[config.mk]
export PLATFORM = sky130hd
export DESIGN_NAME = stage_id
export DESIGN_NICKNAME = d
export VERILOG_FILES = /design/src/rtl/stage_id.sv
export SDC_FILE = /design/constraint.sdc
export NUM_CORES = 1
export LEC_CHECK = 0
export CAP_MARGIN = 15
export CORE_AREA = 2 2 141 143
export DETAILED_ROUTE_END_ITERATION = 7
export DIE_AREA = 0 0 143 145
export PLACE_DENSITY = 0.65
export SYNTH_ARGS = -nofsm -noshare
export SYNTH_HDL_FRONTEND = slang
export SYNTH_SLANG_ARGS = --single-unit
[constraint.sdc]
create_clock -name clk -period 8.2 [get_ports clk]
set_input_delay 2.46 -clock clk [delete_from_list [all_inputs] [get_ports clk]]
set_output_delay 2.46 -clock clk [all_outputs]
set_load 0.02 [all_outputs]
[src/rtl/stage_id.sv]
// RV32I instruction-decode stage: a single-entry holding register fed by IF.
// It decodes the held instruction, checks RAW hazards and issues to EX.
module stage_id (
  input  logic        clk,
  input  logic        rst,
  input  logic [31:0] IR_I,
  input  logic [31:0] PC_I,
  input  logic        Done_I,
  input  logic        Feedback_Branch,
  output logic [4:0]  RF_raddr1,
  output logic [4:0]  RF_raddr2,
  input  logic [31:0] RF_rdata1,
  input  logic [31:0] RF_rdata2,
  input  logic        EX_Wen,
  input  logic        MEM_Wen,
  input  logic        WB_Wen,
  input  logic [4:0]  EX_Rd,
  input  logic [4:0]  MEM_Rd,
  input  logic [4:0]  WB_Rd,
  output logic        Done_O,
  input  logic        Ready_I,
  output logic [31:0] PC_O,
  output logic [31:0] IR_O,
  output logic [31:0] RS1_val,
  output logic [31:0] RS2_val,
  output logic [31:0] Imm,
  output logic [4:0]  Rd,
  output logic        Illegal,
  output logic        Feedback_Stall,
  output logic [31:0] Stall_Cnt
);

  typedef enum logic [6:0] {
    OPC_LOAD     = 7'b0000011,
    OPC_MISC_MEM = 7'b0001111,
    OPC_OP_IMM   = 7'b0010011,
    OPC_AUIPC    = 7'b0010111,
    OPC_STORE    = 7'b0100011,
    OPC_OP       = 7'b0110011,
    OPC_LUI      = 7'b0110111,
    OPC_BRANCH   = 7'b1100011,
    OPC_JALR     = 7'b1100111,
    OPC_JAL      = 7'b1101111,
    OPC_SYSTEM   = 7'b1110011
  } opcode_e;

  logic        v_q, v_d;
  logic        taken_q, taken_d;
  logic [31:0] ir_q, ir_d;
  logic [31:0] pc_q, pc_d;
  logic [31:0] stall_cnt_q, stall_cnt_d;

  opcode_e     opcode;
  logic [4:0]  rs1, rs2;
  logic        use_rs1, use_rs2, writes_rd, illegal;
  logic [31:0] imm;
  logic        hit1, hit2, hazard;
  logic        done, fire, accept, stall;

  assign opcode = opcode_e'(ir_q[6:0]);
  assign rs1    = ir_q[19:15];
  assign rs2    = ir_q[24:20];

  // NOTE: every always_comb output gets a default first, so no path can infer a latch.
  always_comb begin
    use_rs1   = 1'b1;
    use_rs2   = 1'b0;
    writes_rd = 1'b0;
    illegal   = 1'b0;
    imm       = 32'b0;
    case (opcode)
      OPC_LUI, OPC_AUIPC: begin
        use_rs1   = 1'b0;
        writes_rd = 1'b1;
        imm       = {ir_q[31:12], 12'b0};
      end
      OPC_JAL: begin
        use_rs1   = 1'b0;
        writes_rd = 1'b1;
        imm       = {{12{ir_q[31]}}, ir_q[19:12], ir_q[20], ir_q[30:21], 1'b0};
      end
      OPC_JALR, OPC_LOAD, OPC_OP_IMM: begin
        writes_rd = 1'b1;
        imm       = {{20{ir_q[31]}}, ir_q[31:20]};
      end
      OPC_BRANCH: begin
        use_rs2 = 1'b1;
        imm     = {{20{ir_q[31]}}, ir_q[7], ir_q[30:25], ir_q[11:8], 1'b0};
      end
      OPC_STORE: begin
        use_rs2 = 1'b1;
        imm     = {{20{ir_q[31]}}, ir_q[31:25], ir_q[11:7]};
      end
      OPC_OP: begin
        use_rs2   = 1'b1;
        writes_rd = 1'b1;
      end
      OPC_MISC_MEM, OPC_SYSTEM: ;
      default: illegal = 1'b1;
    endcase
  end

  // No forwarding: any in-flight writer of a used, nonzero source blocks issue.
  always_comb begin
    hit1   = (EX_Wen  && (EX_Rd  == rs1)) ||
             (MEM_Wen && (MEM_Rd == rs1)) ||
             (WB_Wen  && (WB_Rd  == rs1));
    hit2   = (EX_Wen  && (EX_Rd  == rs2)) ||
             (MEM_Wen && (MEM_Rd == rs2)) ||
             (WB_Wen  && (WB_Rd  == rs2));
    hazard = v_q && ((use_rs1 && (rs1 != 5'd0) && hit1) ||
                     (use_rs2 && (rs2 != 5'd0) && hit2));
  end

  always_comb begin
    done   = v_q && !hazard && !Feedback_Branch;
    fire   = done && Ready_I;
    stall  = v_q && !fire;
    // taken blocks re-acceptance while IF holds Done_I high for the same instruction.
    accept = Done_I && !taken_q && !Feedback_Branch && (!v_q || fire);

    v_d         = v_q;
    ir_d        = ir_q;
    pc_d        = pc_q;
    taken_d     = Done_I && (taken_q || accept);
    stall_cnt_d = stall_cnt_q + {31'b0, stall};

    if (accept) begin
      v_d  = 1'b1;
      ir_d = IR_I;
      pc_d = PC_I;
    end else if (fire || Feedback_Branch) begin
      v_d = 1'b0;
    end
  end

  // NOTE: sequential state uses non-blocking assignments so every flop samples pre-edge values.
  always_ff @(posedge clk) begin
    if (rst) begin
      v_q         <= 1'b0;
      taken_q     <= 1'b0;
      stall_cnt_q <= 32'b0;
    end else begin
      v_q         <= v_d;
      taken_q     <= taken_d;
      stall_cnt_q <= stall_cnt_d;
    end
  end

  // NOTE: datapath holding registers carry no reset; v_q qualifies their contents.
  always_ff @(posedge clk) begin
    ir_q <= ir_d;
    pc_q <= pc_d;
  end

  assign RF_raddr1      = rs1;
  assign RF_raddr2      = rs2;
  assign RS1_val        = RF_rdata1;
  assign RS2_val        = RF_rdata2;
  assign Done_O         = done;
  assign PC_O           = pc_q;
  assign IR_O           = ir_q;
  assign Imm            = imm;
  assign Rd             = writes_rd ? ir_q[11:7] : 5'd0;
  assign Illegal        = illegal;
  assign Feedback_Stall = stall;
  assign Stall_Cnt      = stall_cnt_q;

endmodule
==> out/results.ini <==
[run_status]
status=complete, no violations

[placement]
numPortBuffers=232
place_congestion=0.825
hpwl_um=12300

[die]
io_pins=361
core.rowCount=51
dieArea_mm2=0.0207
coreArea_mm2=0.0192
start_util=0.254
die-width_um=143
die_h_um=145

[sta]
whs_ns=0.504
setup-tns-final_ns=0
fmaxAchievable_mhz=135
clock_skew_ns=0.00981
finalHoldViolCount=0
slew_headroom=0.415
fin_crit_ns=7.41
slew_violations=0
tightestPinTransition_ns=0.870
min_period_over_period=0.904
rsz0062_at_grt=false
setup_viol=0

[synth]
synth.area.mux_share=0.00205
syn_nets=591
avgSynthCellArea_um2=11.1
synth_seq_cells=98
synth_compound_area_frac=0.0795
synth_top_family_by_area=simple AND/OR/NAND/NOR gates
yosysSeqAreaShare=0.533
ys_async_sr_fraction=0
yosys.area_share.simple=0.147
synth_xor_area_frac=0.106
syn_inst=438
synthDistinctLibCells=45
synth-edff-count=64
synthFlopType=edfxtp_1
yosys_warnings=0
netlist_area_mm2=0.00488
synthAdderAreaFrac=0.00513

[routing]
ant_nets=0
wire_per_inst_um=18.1
initialDrtViolationCount=208
drt-vias-per-instance=4.30
vias=3720
routed_wl_um=15700
dr.pass1.iters=4
drc_errors=0

[clocking]
cts_post_setup_buffers_inserted=0
ctsRootBufferMaster=clkbuf_16
worstSkewPairLatency_ns=0.35
cts_hold_buf=0
cts_sinks=98
cts_tree=built
ctsResizeCount=0
clk_pin_slew_ns=0.07
cts_htree_levels=3
cts_buffers=9
cts_buffer_depth=2

[worst_hold_path]
worst_hold_path_type=register to register

[final_layout]
final_common_cell=clkdlybuf4s50_1
final_cell_mix=232 x clkdlybuf4s50_1, 64 x edfxtp_1, 44 x xor2_1, 40 x nor2_1, 34 x dfxtp_1
synthToLayoutAreaGrowth_pct=48.5
layout-drive-gt1-share=0.0467
num_antenna_cells=0
layout.nets=748
fin_util=0.377

[setup_path]
cp_cell_sequence=clkdlybuf4s50_1 > xor2_1 > nor4_1 > nand3_1 > and3_1 > o22ai_2 > o21a_1 > clkdlybuf4s50_1
critPathTopFamily=buffers and inverters
path_buf_inv=2
crit_fanout=4
slowest_stage=clkdlybuf4s50_1
path_common_cell=clkdlybuf4s50_1
required_ns=5.74
arrival_ns=4.95
slowest_delay_ns=0.62
worstSetupPathType=input port to primary output
end_kind=primary output
worstSetupStartpointType=input port

[global_route]
grt_pass1_wl_um=23100
grt_pass1_vias=3764
use_met1=0.168
grt_antenna_before_repair=1
use_met3=0.0429
busiest_layer=met2
grt_use_met2=0.253
grt_start_max_net_pins=65
overflow=0
grt_usage=0.151

[power_and_ir_drop]
fin_total_pwr_uw=1130
ir_worst_vdd_mv=0.0836
leakagePower_uw=0.00262
p_per_area_mw_per_mm2=156

[flow_run]
maxCapViolations=0

==> path summary, 6_finish.rpt <==
check / cells after the start / slack, ns / endpoint / start
max: 8 / 0.79 / Feedback_Stall / EX_Rd[3]
min: 2 / 0.50 / taken_q / taken_q
max reg2reg: 14 / 4.14 / Stall_Cnt[30] / IR_O[15]
min reg2reg: 2 / 0.50 / taken_q / taken_q
==> kinds of logic (layout without fill, tap and decap cells) <==
kind of cell,count (synthesis),after routing
xor gates and xnor gates,59,59
and+or+nand+nor,138,138
DFF,98,98
AOI/OAI and AO/OA,49,49
adders and majority gates,2,2
buffers and inverters,91,253
muxes,1,1
==> worst register-to-register path, cell delays in order (launching register included) <==
cell      delay [ns]
edfxtp_1        0.62
xor2_1          0.25
nor4_1          0.32
nand3_1         0.16
and3_1          0.22
o22ai_2         0.31
o21a_1          0.24
ha_1            0.21
ha_1            0.20
nand3_1         0.20
or2_1           0.32
nor4_2          0.52
nand3_1         0.15
xor2_1          0.17
nor2_1          0.05
==> cells in the mapped netlist (all sizes together) (4+ instances only) <==
| master | number | share of area |
|---|---|---|
| a21o | 20 | 0.031 |
| a21oi | 4 | 0.0064 |
| a22o | 5 | 0.0090 |
| and2 | 13 | 0.017 |
| and3 | 7 | 0.0090 |
| buf | 76 | 0.12 |
| clkbuf | 12 | 0.0092 |
| dfxtp | 34 | 0.14 |
| edfxtp | 64 | 0.39 |
| nand2 | 19 | 0.015 |
| nand2b | 5 | 0.0064 |
| nand3 | 20 | 0.021 |
| nand4 | 4 | 0.0051 |
| nor2 | 40 | 0.031 |
| nor2b | 6 | 0.0077 |
| nor3 | 4 | 0.0041 |
| nor4 | 9 | 0.014 |
| o21ai | 7 | 0.0072 |
| xnor2 | 15 | 0.027 |
| xor2 | 44 | 0.079 |
==> per-layer routing <==
layer	routed length, µm	vias up
met3	1170	63
met1	5870	1743
li1	-	1757
met5	0	-
met4	854	0
met2	7800	157
==> metrics by stage <==
stage | cells | instance area [µm²] | setup slack, ns
6_report | 865 | 7250 | 0.790
5_1_grt | 865 | 7250 | 0.690
4_1_cts | 865 | 7250 | 0.785
3_5_place_dp | 849 | 6950 | 0.793
3_3_place_gp | 849 | 6950 | 0.801
2_1_floorplan | 438 | 4880 | 2.01
==> flip-flops by register name, indices dropped and copies added, names as in the netlist <==
name and flops:
PC_O 32, IR_O 32, taken_q 1, Stall_Cnt 32
v_q 1
==> report_power, final <==
| group | internal [µW] | switching [µW] | total, µW | leakage [µW] |
|---|---|---|---|---|
| clock network | 215 | 205 | 420 | 0.000144 |
| registers | 544 | 17.9 | 562 | 0.000869 |
| logic | 80.8 | 65.3 | 146 | 0.00161 |
| total | 840 | 288 | 1130 | 0.00262 |
==> final cells by class <==
cell class	instances	area, µm²
multi-input combinational	249	1670
clock buffer	9	225
inverter	3	11.3
tap	265	332
sequential	98	2600
clock inverter	7	70.1
timing repair buffer	234	2340
fill	1916	12000
(Power assumes the default switching activity.)
